===== src/rtl/sprite_anim_ctrl.sv =====
// Animation sequencer for one collectable sprite channel plus the life-heart blink.
// Everything advances on vsync pulses; every output is a flop.
module sprite_anim_ctrl #(
    parameter int LOG_FRAMES    = 3,
    parameter int SWIM_FRAMES   = 4,
    parameter int TICKS_PER_FRM = 6,
    parameter int COLLECT_FRAME = 4,
    parameter int COLLECT_TICKS = 20,
    parameter int BLINK_TICKS   = 8,
    parameter int BLINK_TOGGLES = 6
) (
    input  logic                  clock,
    input  logic                  reset,
    input  logic                  vsync_pulse,
    input  logic                  spawn,
    input  logic [2:0]            spawn_type,
    input  logic                  collect,
    input  logic                  despawn,
    input  logic                  hit,
    output logic [2:0]            s_type,
    output logic [LOG_FRAMES-1:0] frame,
    output logic                  active,
    output logic                  collecting,
    output logic                  heart_frame,
    output logic                  blinking
);

    localparam int TICK_MAX = (TICKS_PER_FRM > COLLECT_TICKS) ? TICKS_PER_FRM - 1 : COLLECT_TICKS - 1;
    localparam int TICK_W   = $clog2(TICK_MAX) + 1;
    localparam int HTICK_W  = $clog2(BLINK_TICKS - 1) + 1;
    localparam int BCNT_W   = $clog2(BLINK_TOGGLES) + 1;

    typedef enum logic [1:0] {IDLE, SWIM, COLL} state_t;

    state_t                state, state_nxt;
    logic [TICK_W-1:0]     tick_cnt, tick_nxt;
    logic [LOG_FRAMES-1:0] frame_nxt;
    logic [2:0]            s_type_nxt;
    logic [HTICK_W-1:0]    tick_cnt_h;
    logic [BCNT_W-1:0]     blink_cnt;

    wire swim_step    = (tick_cnt == TICK_W'(TICKS_PER_FRM - 1));
    wire collect_done = (tick_cnt == TICK_W'(COLLECT_TICKS - 1));

    always_ff @(posedge clock or posedge reset) begin
        if (reset) begin
            state      <= IDLE;
            tick_cnt   <= '0;
            frame      <= '0;
            s_type     <= '0;
            active     <= 1'b0;
            collecting <= 1'b0;
        end else begin
            state      <= state_nxt;
            tick_cnt   <= tick_nxt;
            frame      <= frame_nxt;
            s_type     <= s_type_nxt;
            active     <= (state_nxt != IDLE);
            collecting <= (state_nxt == COLL);
        end
    end

    // Priority: despawn > collect > vsync tick > spawn
    always_comb begin
        state_nxt = state;
        case (state)
            IDLE: if (spawn) state_nxt = SWIM;
            SWIM: begin
                if (despawn)      state_nxt = IDLE;
                else if (collect) state_nxt = COLL;
            end
            COLL: begin
                if (despawn)                          state_nxt = IDLE;
                else if (vsync_pulse && collect_done) state_nxt = IDLE;
            end
            default: state_nxt = IDLE;
        endcase
    end

    always_comb begin
        tick_nxt   = tick_cnt;
        frame_nxt  = frame;
        s_type_nxt = s_type;
        case (state)
            IDLE: begin
                if (spawn) begin
                    s_type_nxt = spawn_type;
                    frame_nxt  = '0;
                    tick_nxt   = '0;
                end
            end
            SWIM: begin
                if (despawn) begin
                    s_type_nxt = '0;
                    frame_nxt  = '0;
                    tick_nxt   = '0;
                end else if (collect) begin
                    frame_nxt = LOG_FRAMES'(COLLECT_FRAME);
                    tick_nxt  = '0;
                end else if (vsync_pulse) begin
                    if (swim_step) begin
                        tick_nxt  = '0;
                        frame_nxt = (frame == LOG_FRAMES'(SWIM_FRAMES - 1)) ? '0 : frame + LOG_FRAMES'(1);
                    end else begin
                        tick_nxt = tick_cnt + TICK_W'(1);
                    end
                end
            end
            COLL: begin
                if (despawn || (vsync_pulse && collect_done)) begin
                    s_type_nxt = '0;
                    frame_nxt  = '0;
                    tick_nxt   = '0;
                end else if (vsync_pulse) begin
                    tick_nxt = tick_cnt + TICK_W'(1);
                end
            end
            default: begin
                s_type_nxt = '0;
                frame_nxt  = '0;
                tick_nxt   = '0;
            end
        endcase
    end

    // Heart blink: the last toggle is forced to the full heart so the icon always ends solid
    always_ff @(posedge clock or posedge reset) begin
        if (reset) begin
            blink_cnt   <= '0;
            tick_cnt_h  <= '0;
            heart_frame <= 1'b0;
            blinking    <= 1'b0;
        end else if (hit) begin
            blink_cnt   <= BCNT_W'(BLINK_TOGGLES);
            tick_cnt_h  <= '0;
            heart_frame <= 1'b1;
            blinking    <= 1'b1;
        end else if (blinking && vsync_pulse) begin
            if (tick_cnt_h == HTICK_W'(BLINK_TICKS - 1)) begin
                tick_cnt_h <= '0;
                blink_cnt  <= blink_cnt - BCNT_W'(1);
                if (blink_cnt == BCNT_W'(1)) begin
                    blinking    <= 1'b0;
                    heart_frame <= 1'b0;
                end else begin
                    heart_frame <= ~heart_frame;
                end
            end else begin
                tick_cnt_h <= tick_cnt_h + HTICK_W'(1);
            end
        end
    end

endmodule


===== config.mk =====
export PLATFORM = sky130hd
export DESIGN_NAME = sprite_anim_ctrl
export DESIGN_NICKNAME = d
export VERILOG_FILES = /design/src/rtl/sprite_anim_ctrl.sv
export SDC_FILE = /design/constraint.sdc
export NUM_CORES = 1
export LEC_CHECK = 0
export CORE_UTILIZATION = 45
export DETAILED_ROUTE_END_ITERATION = 12
export PLACE_DENSITY_LB_ADDON = 0.12
export SLEW_MARGIN = 20
export SYNTH_ARGS = -nofsm -noshare
export SYNTH_HDL_FRONTEND = slang
export SYNTH_SLANG_ARGS = --single-unit
export TNS_END_PERCENT = 5

===== constraint.sdc =====
create_clock -name clock -period 2.1 [get_ports clock]
set_clock_uncertainty 0.15 [all_clocks]
set_input_delay 0.63 -clock clock [delete_from_list [all_inputs] [get_ports clock]]
set_output_delay 0.63 -clock clock [all_outputs]
set_load 0.02 [all_outputs]

# ---- Yosys cells after proc, flatten, opt, wreduce, memory -nomap -nowiden
# Index checks and enable logic that the tools add are counted.
dict set report classes {
  bitwise 1
  addsub 4
  n_reduce_logical 13
  eq_ne 14
  muxes 39
}
# cell n
set op_table {}
lappend op_table {{2-to-1 mux 6 bit} 7}
lappend op_table {{2-to-1 mux 3 bit} 9}
lappend op_table {{2-to-1 mux 4 bit} 6}
lappend op_table {{one-hot mux 3 bit (3 select lines)} 2}
lappend op_table {{one-hot mux 6 bit (3 select lines)} 1}
lappend op_table {{2-to-1 mux 2 bit} 5}
lappend op_table {{AND reduction 3 bit} 3}
lappend op_table {{2-to-1 mux 1 bit} 8}
lappend op_table {{inequality test 4 bit, second input constant} 2}
lappend op_table {{nonzero test 2 bit} 4}
lappend op_table {{adder 6 x 1 -> 6 bit, second input constant} 1}
lappend op_table {{== test 6 x 3 -> 1 bit, second input constant} 1}
lappend op_table {{== test 6 x 5 -> 1 bit, second input constant} 1}
lappend op_table {{inequality test 2 bit, second input constant} 3}
lappend op_table {{one-hot mux 2 bit (3 select lines)} 1}
lappend op_table {{adder 4 x 1 -> 4 bit, second input constant} 1}
lappend op_table {{== test 2 bit, second input constant} 2}
lappend op_table {{== test 4 x 1 -> 1 bit, second input constant} 1}
lappend op_table {{== test 4 x 3 -> 1 bit, second input constant} 1}
lappend op_table {{AND reduction 4 bit} 1}
lappend op_table {{subtractor 4 x 1 -> 4 bit, second input constant} 1}
lappend op_table {{adder 3 x 1 -> 3 bit, second input constant} 1}
lappend op_table {{== test 3 x 2 -> 1 bit, second input constant} 1}
lappend op_table {{inequality test 3 bit, second input constant} 1}
lappend op_table {{6 further kinds} 7}
dict set report totals {
  output_inout_bits 10
  reg_bits 26
  wordCells 81
}

# ---- Depth between registers and ports, before layout
dict set report logic_depth {
  word_depth 7
  ltp_mapped 7
  ltp_nobuf 7
}

# ---- Worst setup path before layout
# Ideal clock, no wire load.
dict set report synth_path {
  path_kind {in2reg}
  from {in vsync_pulse}
  to {reg frame[0]}
  setup_time_ns 0.128
  stages 4
  arrival_ns 1.665
  path_buffers 1
  path_slack_ns 0.157
  path_cell_list {buf_2 -> a41oi_2 -> a211oi_2 -> mux2_1}
}
dict set report synth_between {
  elab_chain_len 4
  elab_cells_between_ends 5
}
# item line
set synth_rtl {}
lappend synth_rtl {{start: declaration} 14} ;# input logic vsync_pulse,
lappend synth_rtl {{logical AND 1 bit} 110} ;# if (despawn || (vsync_pulse && collect_done)) begin
lappend synth_rtl {{logical OR 1 bit} 110}
lappend synth_rtl {{inequality test 2 bit (no source line)} n/a}
lappend synth_rtl {{AND reduction 4 bit (no source line) (*)} n/a}
lappend synth_rtl {{end signal: assignment} 56} ;# frame <= frame_nxt;
lappend synth_rtl {{end: declaration} 21} ;# output logic [LOG_FRAMES-1:0] frame,
# Mark *: on every way between the ends. The rest lies on a longest branch, timed or not.
# A chain may end at the register's enable or synchronous reset.

# ---- Worst setup path after layout
dict set report layout_path {
  from {reg collecting}
  to {out collecting}
}
# item line
set layout_lines {}
lappend layout_lines {{start: declaration} 23} ;# output logic collecting,
lappend layout_lines {{start signal: assignment} 59} ;# collecting <= (state_nxt == COLL);
# No word-level cell between the ends.

==> metrics.md <==
| Metric | Value |
|---|---|
| RD Place Congestion | `0.853` |
| Fin Hold WS | `372 ps` |
| Die Y | `58.2 µm` |
| Critical path peak fanout | `1` |
| Multi-input gate area in the final layout | `782 µm²` |
| Syn_nets | `159` |
| Final hold vios | `0` |
| Syn_area_per_cell | `10.2 µm²` |
| MaxCap Viol Count | `0` |
| Yosys cell types | `44` |
| Hold endpoint | `s_type[0]` |
| Hold_sp | `s_type[0]` |
| Starting DRC count in detailed routing | `39` |
| Layout overhead on the synthesized area | `35.4%` |
| Min Tclk post-route | `2060 ps` |
| Initial antenna violation count | `0` |
| PD cells | `841 nW/µm²` |
| Clock transition at path regs | `150 ps` |
| Starting density of the core | `0.469` |
| CP Class | `reg2out` |
| RSZ-0062 raised after global routing | `no` |
| Vias in the first global route | `1143` |
| Pin slew with the least headroom to its limit | `354 ps` |
| Largest family of logic cells by synthesized area | `simple AND/OR/NAND/NOR gates` |
| Largest net degree at the start of global routing | `27` |
| DRC viols | `0` |
| CP bufs+invs | `1` |
| Post-synthesis compound-gate area fraction | `0.170` |
| Fillers | `264` |
| Reg2reg end | `tick_cnt[1]` |
| Clock sink count | `26` |
| Hold Path Class | `reg2reg` |
| CP required | `1320 ps` |
| DRT Pass-1 Iters | `4` |
| Worst hold path stage count | `1` |
| Core ar. | `3030 µm²` |
| Xor and xnor fraction of the mapped netlist area | `0.0246` |
| Final setup violation count | `0` |
| Port-buffer cells | `19` |
| RR Startpoint | `state[1]` |
| Die W | `58.2 µm` |
| Biggest cell delay along the critical path | `600 ps` |
| H-tree lvl count | `1` |
| CP Data Arrival Time | `1280 ps` |
| Total track usage | `0.186` |
| WL final | `2890 µm` |
| Fin. max-slew vios | `0` |
| Worst VDD drop | `0.605 mV` |
| Setup TNS Final | `0 ps` |
| Prevailing post-synth register cell | `dfrtp_1` |
| Vias | `1167` |
| Worst-path cell chain | `clkdlybuf4s50_1` |
| Multiplexer share of the synthesized area | `0.0150` |
| Max frequency | `0.486 GHz` |
| First-pass GRT wire length | `4830 µm` |
| Non-Filler Instances | `227` |
| Top cells by area, synth | `dfrtp_1, ha_1, nor2_1` |
| Status | `completed` |
| Placed Cells | `222` |
| Leak | `0.925 nW` |
| CTS tree | `built` |
| Synth Cell Area | `1420 µm²` |
| DRT antenna net count | `0` |
| Fraction of layout cells with a size suffix above 1 | `0.230` |
| Mapped Cells | `139` |
| TritonCTS Buffers | `3` |
| Family with the most delay on the worst path | `buffers and inverters` |
| Die ar. | `3390 µm²` |
| DR WL/cell | `12.7 µm` |
| Relative slew slack | `0.763` |
| CP Capture Type | `output port` |
| Most numerous cell in the Yosys netlist | `dfrtp_1` |
| # IOs | `20` |
| ANT cells | `0` |
| Final worst-path cycle share | `0.979` |
| Startpoint types | `flop` |
| Critical path's slowest cell | `clkdlybuf4s50_1` |
| Maximum clock insertion buffer count | `2` |
| Setup slack, reg-to-reg | `100 ps` |
| Global route overflow | `0` |
| Number of synthesis warnings | `0` |
| Clock root buffer | `clkbuf_4` |
| Area leader, netlist | `dfrtp_1` |
| Core Util, Final | `0.636` |
| Final Net Count | `204` |
| Most frequent cells after synthesis | `dfrtp_1, nor2_1, ha_1` |
| EDFF count, synth | `0` |
| Seq cells post-synth | `26` |
| Post-synthesis adder-cell area fraction | `0.0880` |
| Simple-gate portion of the synthesized area | `0.220` |
| Worst r2r path cells | `7` |
| Number of core rows | `20` |
| Register area share after synthesis | `0.458` |
| FF/Latch Area | `651 µm²` |
| Share of flip-flops with an asynchronous set or reset | `1.00` |
| Yosys top cell area share | `0.458` |
| Vias per cell | `5.14` |
| Clk_lat worst skew | `320 ps` |
| Post-DP HPWL | `2200 µm` |
-- flip-flops by register name (all words and copies together), names as in the netlist --
signal	count
collecting	1
frame	3
active	1
s_type	3
heart_frame	1
tick_cnt	6
tick_cnt_h	4
state	2
blink_cnt	4
blinking	1
-- worst max path at each step --
stage,start,end,depth (start not counted)
6_report,collecting,collecting,1
5_1_grt,collecting,collecting,1
4_1_cts,despawn,tick_cnt[1],7
3_5_place_dp,despawn,tick_cnt[1],7
3_3_place_gp,despawn,tick_cnt[2],6
2_1_floorplan,vsync_pulse,frame[0],4
-- placed cells by master (no fill, tap or decap), types with 3 or more instances in the layout --
master | Yosys | routed
clkbuf_4 | 0 | 3
a22o_1 | 4 | 4
nor2b_1 | 4 | 3
inv_1 | 7 | 7
a21oi_1 | 6 | 5
dlygate4sd2_1 | 0 | 8
buf_4 | 0 | 23
ha_1 | 10 | 10
and3_1 | 3 | 3
nand3_1 | 7 | 7
clkdlybuf4s50_1 | 0 | 9
nand2_1 | 7 | 7
nor2_1 | 12 | 12
nand2b_1 | 6 | 5
dfrtp_1 | 26 | 26
o21ai_1 | 3 | 3
o21ai_0 | 7 | 7
-- through the flow --
step,total power [mW],setup WS (ps),cell area (µm²)
floorplan,0.968,157,1420
global placement,1.25,-300,1820
detailed placement,1.26,-332,1820
CTS,1.59,17.7,1870
global route,1.71,3.82,1920
finish,1.62,44.1,1920
-- per-layer routing --
metal	global-route usage	wire length, µm	part of all wire
met1	0.251	1450	0.50
met2	0.297	1320	0.46
met3	0.0313	95	0.033
met4	0.0714	25	0.0087
met5	0	0	0
-- kinds of logic after synthesis --
family	Yosys count
and+or+nand+nor	55
AOI/OAI and AO/OA	33
DFF	26
adders and majority gates	10
buffers and inverters	9
xor gates and xnor gates	4
muxes	2
-- layout make-up --
class,instances,area share
clock buffers,3,0.0117
clock inverters,1,0.0156
inverters,7,0.0137
well taps,44,0.0286
flip-flops and latches,26,0.338
multi-input cells,104,0.406
repair buffers,42,0.186
-- timing repair --
item	in CTS	in global routing
pin swaps	0	1
setup buffers	0	1
gates resized for setup	8	11
hold buffers	0	0
setup endpoints to repair	8	9
-- power by group --
part | switching, mW | total, mW | internal, mW
logic | 0.337 | 0.655 | 0.318
registers | 0.0471 | 0.617 | 0.570
clock network | 0.154 | 0.347 | 0.193
(Power assumes the default switching activity.)
==> variant (same settings) <==
Set the parameter `COLLECT_TICKS` to 30 (it was 20).
--- a/src/rtl/sprite_anim_ctrl.sv
+++ b/src/rtl/sprite_anim_ctrl.sv
@@ -5,7 +5,7 @@
     parameter int SWIM_FRAMES   = 4,
     parameter int TICKS_PER_FRM = 6,
     parameter int COLLECT_FRAME = 4,
-    parameter int COLLECT_TICKS = 20,
+    parameter int COLLECT_TICKS = 30,
     parameter int BLINK_TICKS   = 8,
     parameter int BLINK_TOGGLES = 6
 ) (
Check against the original RTL: no difference found for any inputs over 10 cycles, from zero or initial values and one cycle with reset high; that may be too few to reach the edited logic, so the function may still have changed.
==> variant against the original RTL <==
Final area rose by 1.6%; clock power barely moved; critical path type unchanged; worst setup slack improved by 0.022 ns; final cell count rose by 3.1%; count of clock-buffer cells in the layout did not move; sequential cell count did not move; highest routed layer unchanged; largest cell class unchanged; routed wire length rose by 5.4%; non-clock buffer count fell by 3; die area rose by 1.2%; area after synthesis rose by 1.2%; power rose by 5.5%.
==> variant: results (changes against the original RTL) <==
{
  "netlist_top_cells_area": "dfrtp_1 45%, ha_1 8.7%, inv_1 3.4%, nor2_1 3.4%, nand2_1 3.1%",
  "fillerInstances": {"value": 271, "change": "+2.7%"},
  "dpl.hpwl": {"value": 2261, "unit": "um", "change": "+2.7%"},
  "area_of_combinational_cells_with_multiple_inputs": {"value": 798.3, "unit": "um^2", "change": "+2.1%"},
  "grt_start_max_net_pins": {"value": 16, "change": "-41%"},
  "grt_first_pass_wirelength": {"value": 5043, "unit": "um", "change": "+4.4%"},
  "fmax": {"value": 491.7, "unit": "MHz", "change": "+1.1%"},
  "wl_final": {"value": 3042, "unit": "um", "change": "+5.4%"},
  "finish.utilization": {"value": 64.02, "unit": "%", "change": "+0.46 points"},
  "timing.hold.ws": {"value": 0.3633, "unit": "ns", "change": "-0.008252 ns"},
  "synth_compound_gate_area_share": {"value": 15.13, "unit": "%", "change": "-1.9 points"},
  "detailedPlace.worstSlack": {"value": -0.3450, "unit": "ns", "change": "-0.01276 ns"},
  "synth.area.mux_share": {"value": 2.174, "unit": "%", "change": "+0.68 points"},
  "crit_reg_reg_endpoint": "tick_cnt[4]$_DFFE_PP0P_",
  "routed_wire_length_per_instance": {"value": 13.00, "unit": "um", "change": "+2.2%"},
  "inverters_excl_clock": {"value": 13, "change": "+6"},
  "placed_area": {"value": 1810, "unit": "um^2", "change": "-0.69%"},
  "post_synthesis_adder_cell_area_fraction": {"value": 8.696, "unit": "%", "change": "-0.11 points"},
  "drive_gt1_share": {"value": 23.16, "unit": "%", "change": "+0.21 points"},
  "synth_area_in_xor_xnor": {"value": 2.435, "unit": "%", "change": "-0.030 points"},
  "globalRouteTotalUtil": {"value": 19.34, "unit": "%", "change": "+0.78 points"},
  "seq-cell-share": {"value": 33.29, "unit": "%", "change": "-0.52 points"},
  "synth_sequential_area_ratio": {"value": 45.22, "unit": "%", "change": "-0.56 points"},
  "status": "completed",
  "area_share_nonclk_buffers": {"value": 17.86, "unit": "%", "change": "-0.73 points"},
  "floorplan.core_area": {"value": 3053, "unit": "um^2", "change": "+0.83%"},
  "leakage": {"value": 0.9832, "unit": "nW", "change": "+6.3%"},
  "ys_top_cells_by_count": "26 x dfrtp_1, 13 x inv_1, 13 x nor2_1",
  "layout.nets": {"value": 211, "change": "+3.4%"},
  "peakVddDrop": {"value": 0.0004131, "unit": "V", "change": "-32%"},
  "route.detailed.vias_per_inst": {"value": 5.030, "change": "-2.2%"}
}
==> variant: cell count changes after synthesis, sizes merged, moves of 2 or more <==
cell	change
a31oi	+2
o21ai	-5
inv	+6
nor4b	-2
nand2	+5
nor4	+4
a211oi	-2
nand4	+2
nor3b	+2
==> variant: metal layers <==
| layer | global-route usage (%) | routed length, um | part of all wire (%) | vias up |
|---|---|---|---|---|
| met2 | 32.18 | 1448 | 48 | 14 |
| met1 | 26.09 | 1489 | 49 | 554 |
| met5 | 0 | 0 | 0 | - |
| met3 | 2.857 | 77 | 2.5 | 4 |
| met4 | 6.122 | 26 | 0.85 | 0 |
| li1 | - | - | - | 605 |
==> variant: repair_timing <==
item / in CTS / in global routing
endpoints found under the setup margin: 7 / 13
gates cloned: 0 / 2
gates resized for setup: 7 / 18
setup buffers: 0 / 1
pin swaps: 0 / 2
==> variant: power breakdown <==
group | internal, mW | switching (mW)
clock | 0.193 | 0.153
sequential | 0.582 | 0.0633
combinational | 0.346 | 0.370
